<file path="src/rtl/genius_sequencer_if.sv">
// Signal bundle between the Genius controller, the button processor and the LED/status outputs.
interface genius_sequencer_if;
   logic       start;
   logic       valid_press;
   logic [1:0] decoded_input;
   logic       player_wr;
   logic       led_green;
   logic       led_red;
   logic       led_blue;
   logic       led_yellow;
   logic       game_over;
   logic       win;
   logic [5:0] score;

   modport master (
      output start, valid_press, decoded_input,
      input  player_wr, led_green, led_red, led_blue, led_yellow, game_over, win, score
   );

   modport slave (
      input  start, valid_press, decoded_input,
      output player_wr, led_green, led_red, led_blue, led_yellow, game_over, win, score
   );
endinterface

</file>
<file path="src/rtl/genius_sequencer.sv">
// Genius (Simon) game FSM: grows a random colour sequence, plays it back, then checks player presses.
// Moore outputs only; a press is judged in the cycle valid_press is high, result visible one cycle later.
module genius_sequencer #(
   parameter int         MAX_LEN       = 16,
   parameter int         SHOW_TICKS    = 25_000_000,
   parameter int         GAP_TICKS     = 12_500_000,
   parameter int         TIMEOUT_TICKS = 250_000_000,
   parameter logic [7:0] LFSR_SEED     = 8'hA5
) (
   input  logic              clk,
   input  logic              rst,
   genius_sequencer_if.slave bus
);
   localparam int MAX_SG = (SHOW_TICKS > GAP_TICKS) ? SHOW_TICKS : GAP_TICKS;
   localparam int MAX_T  = (MAX_SG > TIMEOUT_TICKS) ? MAX_SG : TIMEOUT_TICKS;
   localparam int TW     = $clog2(MAX_T + 1);
   localparam int AW     = (MAX_LEN > 1) ? $clog2(MAX_LEN) : 1;

   localparam logic [TW-1:0] SHOW_LAST = TW'(SHOW_TICKS - 1);
   localparam logic [TW-1:0] GAP_LAST  = TW'(GAP_TICKS - 1);
   localparam logic [TW-1:0] TMO_LAST  = TW'(TIMEOUT_TICKS - 1);

   typedef enum logic [2:0] {
      S_IDLE, S_ADD, S_SHOW_ON, S_SHOW_OFF, S_WAIT_INPUT, S_PAUSE, S_LOSE, S_WIN
   } state_t;

   state_t        state, state_nxt;
   logic [1:0]    mem [MAX_LEN];
   logic [5:0]    len, len_nxt;
   logic [5:0]    idx, idx_nxt;
   logic [5:0]    score, score_nxt;
   logic [TW-1:0] timer, timer_nxt;
   logic [7:0]    lfsr;
   logic          mem_we;
   logic [1:0]    cur;
   logic          last_step;
   logic [3:0]    led_sel;

   assign cur       = mem[idx[AW-1:0]];
   assign last_step = (idx == len - 6'd1);

   always_ff @(posedge clk or posedge rst) begin
      if (rst) begin
         state <= S_IDLE;
         len   <= '0;
         idx   <= '0;
         timer <= '0;
         score <= '0;
         lfsr  <= LFSR_SEED;
      end else begin
         state <= state_nxt;
         len   <= len_nxt;
         idx   <= idx_nxt;
         timer <= timer_nxt;
         score <= score_nxt;
         lfsr  <= {lfsr[6:0], lfsr[7] ^ lfsr[5] ^ lfsr[4] ^ lfsr[3]};
      end
   end

   // Sequence contents are don't-care after reset, so no reset term here.
   always_ff @(posedge clk) begin
      if (mem_we) begin
         mem[len[AW-1:0]] <= lfsr[1:0];
      end
   end

   always_comb begin
      state_nxt = state;
      len_nxt   = len;
      idx_nxt   = idx;
      timer_nxt = timer;
      score_nxt = score;
      mem_we    = 1'b0;
      case (state)
         S_IDLE, S_LOSE, S_WIN: begin
            if (bus.start) begin
               len_nxt   = '0;
               score_nxt = '0;
               state_nxt = S_ADD;
            end
         end
         S_ADD: begin
            mem_we    = 1'b1;
            len_nxt   = len + 6'd1;
            idx_nxt   = '0;
            timer_nxt = '0;
            state_nxt = S_SHOW_ON;
         end
         S_SHOW_ON: begin
            if (timer == SHOW_LAST) begin
               timer_nxt = '0;
               state_nxt = S_SHOW_OFF;
            end else begin
               timer_nxt = timer + 1'b1;
            end
         end
         S_SHOW_OFF: begin
            if (timer == GAP_LAST) begin
               timer_nxt = '0;
               if (last_step) begin
                  idx_nxt   = '0;
                  state_nxt = S_WAIT_INPUT;
               end else begin
                  idx_nxt   = idx + 6'd1;
                  state_nxt = S_SHOW_ON;
               end
            end else begin
               timer_nxt = timer + 1'b1;
            end
         end
         S_WAIT_INPUT: begin
            // A press in the timeout cycle takes priority over the timeout.
            if (bus.valid_press) begin
               timer_nxt = '0;
               if (bus.decoded_input != cur) begin
                  state_nxt = S_LOSE;
               end else if (last_step) begin
                  score_nxt = score + 6'd1;
                  state_nxt = (len == 6'(MAX_LEN)) ? S_WIN : S_PAUSE;
               end else begin
                  idx_nxt = idx + 6'd1;
               end
            end else if (timer == TMO_LAST) begin
               state_nxt = S_LOSE;
            end else begin
               timer_nxt = timer + 1'b1;
            end
         end
         S_PAUSE: begin
            if (timer == GAP_LAST) begin
               timer_nxt = '0;
               state_nxt = S_ADD;
            end else begin
               timer_nxt = timer + 1'b1;
            end
         end
         default: state_nxt = S_IDLE;
      endcase
   end

   assign led_sel        = (state == S_SHOW_ON) ? (4'b0001 << cur) : 4'b0000;
   assign bus.led_green  = led_sel[0];
   assign bus.led_red    = led_sel[1];
   assign bus.led_blue   = led_sel[2];
   assign bus.led_yellow = led_sel[3];
   assign bus.player_wr  = (state == S_WAIT_INPUT);
   assign bus.game_over  = (state == S_LOSE);
   assign bus.win        = (state == S_WIN);
   assign bus.score      = score;
endmodule

</file>
<file path="src/flat_wrapper.sv">
// flat-port wrapper written by rule: the top's interface ports become plain ports
module genius_sequencer_flat 
#(
   parameter int         MAX_LEN       = 16,
   parameter int         SHOW_TICKS    = 25_000_000,
   parameter int         GAP_TICKS     = 12_500_000,
   parameter int         TIMEOUT_TICKS = 250_000_000,
   parameter logic [7:0] LFSR_SEED     = 8'hA5
)
  (clk, rst, bus_start, bus_valid_press, bus_decoded_input, bus_player_wr, bus_led_green, bus_led_red, bus_led_blue, bus_led_yellow, bus_game_over, bus_win, bus_score);
  genius_sequencer_if bus_i ();
  input  logic clk;
  input  logic rst;
  input wire logic [$bits(bus_i.start)-1:0] bus_start;
  input wire logic [$bits(bus_i.valid_press)-1:0] bus_valid_press;
  input wire logic [$bits(bus_i.decoded_input)-1:0] bus_decoded_input;
  output wire logic [$bits(bus_i.player_wr)-1:0] bus_player_wr;
  output wire logic [$bits(bus_i.led_green)-1:0] bus_led_green;
  output wire logic [$bits(bus_i.led_red)-1:0] bus_led_red;
  output wire logic [$bits(bus_i.led_blue)-1:0] bus_led_blue;
  output wire logic [$bits(bus_i.led_yellow)-1:0] bus_led_yellow;
  output wire logic [$bits(bus_i.game_over)-1:0] bus_game_over;
  output wire logic [$bits(bus_i.win)-1:0] bus_win;
  output wire logic [$bits(bus_i.score)-1:0] bus_score;
  assign bus_i.start = bus_start;
  assign bus_i.valid_press = bus_valid_press;
  assign bus_i.decoded_input = bus_decoded_input;
  assign bus_player_wr = bus_i.player_wr;
  assign bus_led_green = bus_i.led_green;
  assign bus_led_red = bus_i.led_red;
  assign bus_led_blue = bus_i.led_blue;
  assign bus_led_yellow = bus_i.led_yellow;
  assign bus_game_over = bus_i.game_over;
  assign bus_win = bus_i.win;
  assign bus_score = bus_i.score;
  genius_sequencer #(.MAX_LEN(MAX_LEN), .SHOW_TICKS(SHOW_TICKS), .GAP_TICKS(GAP_TICKS), .TIMEOUT_TICKS(TIMEOUT_TICKS), .LFSR_SEED(LFSR_SEED)) u_core (.clk(clk), .rst(rst), .bus(bus_i));
endmodule
</file>
<file path="config.mk">
export PLATFORM = sky130hd
export DESIGN_NAME = genius_sequencer_flat
export DESIGN_NICKNAME = d
export VERILOG_FILES = /design/src/rtl/genius_sequencer_if.sv /design/src/rtl/genius_sequencer.sv /design/src/flat_wrapper.sv
export SDC_FILE = /design/constraint.sdc
export NUM_CORES = 1
export LEC_CHECK = 0
export BUFFER_PORTS_ARGS = -buffer_cell sky130_fd_sc_hd__buf_4
export CORE_MARGIN = 2
export CORE_UTILIZATION = 50
export CTS_CLUSTER_DIAMETER = 40
export DETAILED_ROUTE_END_ITERATION = 10
export PLACE_DENSITY = 0.76
export SLEW_MARGIN = 20
export SYNTH_ARGS = -nofsm -noshare
export SYNTH_HDL_FRONTEND = slang
export SYNTH_SLANG_ARGS = --single-unit
export TNS_END_PERCENT = 5
</file>
<file path="constraint.sdc">
create_clock -name clk -period 3.14 [get_ports clk]
set_clock_uncertainty 0.2 [all_clocks]
set_input_delay 0.628 -clock clk [delete_from_list [all_inputs] [get_ports clk]]
set_output_delay 0.628 -clock clk [all_outputs]
set_load 0.02 [all_outputs]
</file>
==> Word-level counts from Yosys, hierarchy flattened <==
Memories as Yosys holds them, arrays and structs flattened.
Index checks and enable logic that the tools add are counted.
{ "word_totals": {"ff_bits": 57, "ram_bits": 32, "out_inout_bits": 13, "n_memories": 1} }
{ "classes": {"addsub": 5, "eq_ne": 24, "shift": 1, "n_mux": 32, "bitwise": 3, "reduce_logical": 12} }
{ "memory_table": {"columns": ["memory", "depth", "width", "rd", "rd_clocked_by_memory_dff", "write_ports", "line", "text"], "rows": [
  ["u_core.mem", 16, 2, 1, 0, 1, "genius_sequencer.sv:28", "logic [1:0] mem [MAX_LEN];"]
]} }
{ "ops": {"columns": ["operator", "count"], "rows": [
  ["2-to-1 mux 28 bit", 4],
  ["case mux 28 bit (4 select lines)", 1],
  ["2-to-1 mux 6 bit", 9],
  ["adder 28 x 1 -> 28 bit, second input constant", 1],
  ["equality test 28 x 24 -> 1 bit, second input constant", 1],
  ["equality test 28 x 25 -> 1 bit, second input constant", 1],
  ["equality test 28 bit, second input constant", 1],
  ["2-to-1 mux 3 bit", 9],
  ["case mux 6 bit (2 select lines)", 2],
  ["adder 6 x 1 -> 6 bit, second input constant", 3],
  ["case mux 3 bit (6 select lines)", 1],
  ["case mux 6 bit (3 select lines)", 1],
  ["equality test 3 bit, second input constant", 4],
  ["AND reduction 5 bit", 2],
  ["!= test 2 x 1 -> 1 bit, second input constant", 4],
  ["!= test 2 bit, second input constant", 4],
  ["equality test 3 x 2 -> 1 bit, second input constant", 2],
  ["equality test 6 x 5 -> 1 bit, second input constant", 1],
  ["equality test 6 bit", 1],
  ["AND reduction 6 bit", 1],
  ["subtractor 6 x 1 -> 6 bit, second input constant", 1],
  ["2-to-1 mux 4 bit", 1],
  ["!= test 4 x 2 -> 1 bit, second input constant", 1],
  ["AND reduction 2 bit", 2],
  ["14 further kinds", 19]
]} }

==> Logic depth before layout (Yosys ltp) <==
{ "logic_depth": {"ltp_word": 6, "depth_mapped": 10, "ltp_nobuf": 9} }

==> Least setup slack after synthesis <==
Ideal clock, no wire load.
{ "synth_path": {"path_type": "register to output", "start": "register u_core.idx[0]", "end": "output port bus_led_green", "arrival_time_ns": 2.257, "t_required_ns": 2.312, "slack_ns": 0.055, "stages_incl_launch_ff": 4, "n_path_buf": 0, "path_cell_list": "dfrtp_1 -> mux4_1 -> mux4_1 -> nor4_1"} }
{ "synth_between": {"elab_chain_len": 3} }
{ "synth_rtl": {"columns": ["element", "line", "text"], "rows": [
  ["start: declaration", "genius_sequencer.sv:30", "logic [5:0] idx, idx_nxt;"],
  ["start signal: assignment", "genius_sequencer.sv:53", "idx <= idx_nxt;"],
  ["memory (16 x 2 bit)", null, null],
  ["<< shifter 1 x 2 -> 4 bit", "genius_sequencer.sv:141", "assign led_sel = (state == S_SHOW_ON) ? (4'b0001 << cur) : 4'b0000;"],
  ["2-to-1 mux 4 bit", "genius_sequencer.sv:141", null],
  ["end: declaration", "flat_wrapper.sv:18", "output wire logic [$bits(bus_i.led_green)-1:0] bus_led_green;"]
]} }
Every way passes these cells.

==> Worst setup path in the final report <==
{ "layout_path": {"start": "register u_core.idx[1]", "end": "output port bus_led_red"} }
{ "layout_between": {"elab_chain_len": 3} }
{ "layout_rtl": {"columns": ["element", "line", "text"], "rows": [
  ["memory (16 x 2 bit)", null, null],
  ["<< shifter 1 x 2 -> 4 bit", "genius_sequencer.sv:141", null],
  ["2-to-1 mux 4 bit", "genius_sequencer.sv:141", null],
  ["end: declaration", "flat_wrapper.sv:19", "output wire logic [$bits(bus_i.led_red)-1:0] bus_led_red;"]
]} }
Every way passes these cells.

==> results.md <==
- Peak supply drop: 445 uV
- Clock Power Share: 27.4%
- RePlAce Congestion: ~0.93
- DP Area: 0.00521 mm^2
- Crit path arrival time: 2240 ps
- Synthesis-to-layout area growth: 12.4%
- HPWL after detailed placement: 7.69 mm
- Final Worst Setup Slack: around 76 ps
- RSZ-0062 raised after global routing: false
- Final setup viols: 0
- EDFF count, synth: 32
- Hold Vio Cnt, Final: 0
- Post-Syn Area per Cell: between 10 and 15 um^2
- Synth unique cells: 75
- Post-route design area: ~0.0055 mm^2
- Worst stage delay on the critical path: 520 ps
- Worst rel slew slack: around two fifths
- Combinational share of power: 26.9%
- Cell Area, Synth: 0.00489 mm^2
- DR DRC count: 0
- R2r setup slk: 260 ps
- Worst-path clk slew: 100 ps
- Worst hold path endpoint: u_core.lfsr[7]$_DFF_PP1_
- Power density cells: 606 mW/mm^2
- Sw power: 1.13 mW
- CP dominant cell by count: buf_4
- Hold WS: around 150 ps
- Synth Instances: around 470
- CTS H-tree lvls: 3
- CTS tree: built
- Crit-path cells: buf_4 -> mux2i_1 -> mux4_2 -> mux2i_4 -> nand2_1 -> nor2_1 -> buf_4
- Cell count of the worst reg-to-reg path: 8
- Initial antenna violation count: 0
- HP Class: reg -> reg
- DIE AREA: 0.0106 mm^2
- HP Start: u_core.lfsr[6]$_DFF_PP0_
- WHS Path Cells: 0
- Final Power: 3.33 mW
- Status: finished clean
- Clock latency on the worst-skew pair: 380 ps
- Largest net degree at the start of global routing: 44
- Non-Filler Instances: 630
- CP Data Required Time: around 2300 ps
- Setup CP Type: reg -> out
- Share of cells above drive strength 1: 15.9%
- # diodes: 0
- Register area share after synthesis: 49.0%
- Largest cells by area after synthesis: dfrtp_1 (27%), edfxtp_1 (20%), nor2_1 (4.6%), mux2i_1 (3.7%), xor2_1 (3.4%)
- Synth top area share: 27.1%
- CP Max Fanout: 8
- Crit path launch type: flip-flop
- Slowest stage cell, crit path: mux4_2
- Register share of total power: 45.7%
- Die Y: 103 um
- Crit end category: output port
- Routed via count: around 3700
- Buffers on Ports: 18
- DR vias/cell: between 5 and 6
- Setup TNS: 0 ps
- Highest Clock Rate: around 330 MHz
- Drt pass-1 iters: 5
- I/O pin total: 19
- Pleak: 2.26 nW
- CTS Hold Bufs: 0
- Worst-Margin Slew: 922 ps
- Maximum clock insertion buffer count: 2
- Max-cap violation count: 0
- Warnings, synthesis: 0
- Total wire length: 10.8 mm
- Yosys top cell by area: dfrtp_1
- Clk root buf: clkbuf_8
- Worst reg2reg endpoint: u_core.bus.score[0]$_DFFE_PP0P_
- Most frequent cells in the layout: nor2_1 (60), dfrtp_1 (52), nand2_1 (37), edfxtp_1 (32), buf_4 (28)
- Placeable Area: 0.00964 mm^2
- Final global-route overflow total: 0
- Slew Limit Fails: 0
- Leading cell type in the layout, fill and taps excluded: nor2_1
- Fin crit share: 97.6%
- Site Rows: 36
- Initial Util: between 50% and 60%
- Sw Share: 34.1%
- Die W: a little over 100 um
- CTS buffer count: 9
- Post-Synthesis Net Count: 479
- CTS Sinks: 89
- Final nets: between 500 and 600
- Synth Register Bits: 89
- Antenna Nets Post-Route: 0
- First-pass GRT wire length: 17.9 mm
- Internal: 2.19 mW
- Ys async rst share: around 64%
- Prevailing post-synth register cell: dfrtp_1
- Vias in the first global route: 3628
- Dpl ws: 293 ps
- Gr usage total: 22.2%
- Final min period: 3060 ps
- Reg-to-Reg Start: u_core.idx[0]$_DFFE_PP0P_
- Wire per inst: 17.2 um
- Final Core Density: 57.0%
- Iter 0 DRT Violations: 345
- Placed instance count: slightly above 600
## repair_timing
item                       4_1_cts  5_1_grt
pin swaps                        1        0
resized for setup               12        3
hold endpoints to repair         0        0
buffers inserted                 1        0
cloned                           0        0
setup endpoints to repair        4        4
## power groups by stage
stage	sequential, mW	combinational (mW)	clock (mW)
2_1_floorplan	1.47	0.704	0
3_3_place_gp	1.52	0.828	0
3_5_place_dp	1.53	0.859	0
4_1_cts	1.51	0.887	0.937
5_1_grt	1.55	0.996	0.976
6_report	1.52	0.895	0.913
## Yosys cell counts (3+ instances only)
library cell	n
nor2_1	60
dfrtp_1	53
nand2_1	37
edfxtp_1	32
nand3_1	26
inv_1	20
xor2_1	19
mux2i_1	18
xnor2_1	16
and3_1	11
o21ai_0	11
nand4_1	10
nor3_1	9
a21oi_1	8
clkbuf_1	8
ha_1	8
nor4_1	7
o21ai_1	6
a22oi_1	5
mux4_2	5
nand2b_1	5
o211ai_1	5
a31oi_1	4
and2_1	4
dfstp_2	4
a21o_1	3
buf_2	3
mux4_1	3
o21bai_1	3
o22ai_1	3
o31ai_1	3
or4_1	3
## flip-flops by register name, summed over array words and instances (netlist names)
name and count:
u_core.bus.score 6, u_core.idx 6, u_core.len 6, u_core.lfsr 8
u_core.mem 32, u_core.state 3, u_core.timer 28
## cells by family (layout without fill, tap and decap cells)
family / Yosys count / in the layout / synth area share [%]
xor gates and xnor gates: 35 / 35 / 6.27
buffers and inverters: 36 / 68 / 3.15
DFF: 89 / 89 / 49.0
AOI/OAI and AO/OA: 74 / 74 / 10.8
and+or+nand+nor: 195 / 195 / 20.7
muxes: 28 / 28 / 8.07
adders and majority gates: 8 / 8 / 2.05
## worst max-delay path, delay by kind of cell, from the launching register on
kind / cells / cell delay (ps)
buffers and inverters: 2 / 340
multiplexers: 3 / 900
flip-flops: 1 / 410
AND/OR/NAND/NOR: 2 / 210
## cell type report
class                   instances  area (um^2)
fillers                       839         4150
flip-flops and latches         89         2390
multi-input cells             340         2380
repair buffers                 30          241
well taps                     133          166
clock buffers                   9          124
clock inverters                 7          106
inverters                      22         82.6
## worst max-delay path by stage
stage	start	to	slack [ps]	cells past startpoint
after global placement	u_core.idx[0]$_DFFE_PP0P_	bus_led_green	340	4
after detailed placement	u_core.idx[1]$_DFFE_PP0P_	bus_led_green	290	6
after global routing	u_core.idx[1]$_DFFE_PP0P_	bus_led_blue	9	6
after floorplan	u_core.idx[0]$_DFFE_PP0P_	bus_led_green	60	3
final	u_core.idx[1]$_DFFE_PP0P_	bus_led_red	80	7
after CTS	u_core.idx[3]$_DFFE_PP0P_	bus_led_blue	30	5
## metal layers
layer / vias to the layer above / part of all wire, % / GRT usage [%]
met3: 21 / 5.6 / 4.81
met1: 1815 / 43 / 28.9
met5: - / 0 / 0
met2: 134 / 49 / 36.4
li1: 1757 / - / -
met4: 0 / 2.1 / 8.60
Note: power is estimated with default switching activity, not from simulation.
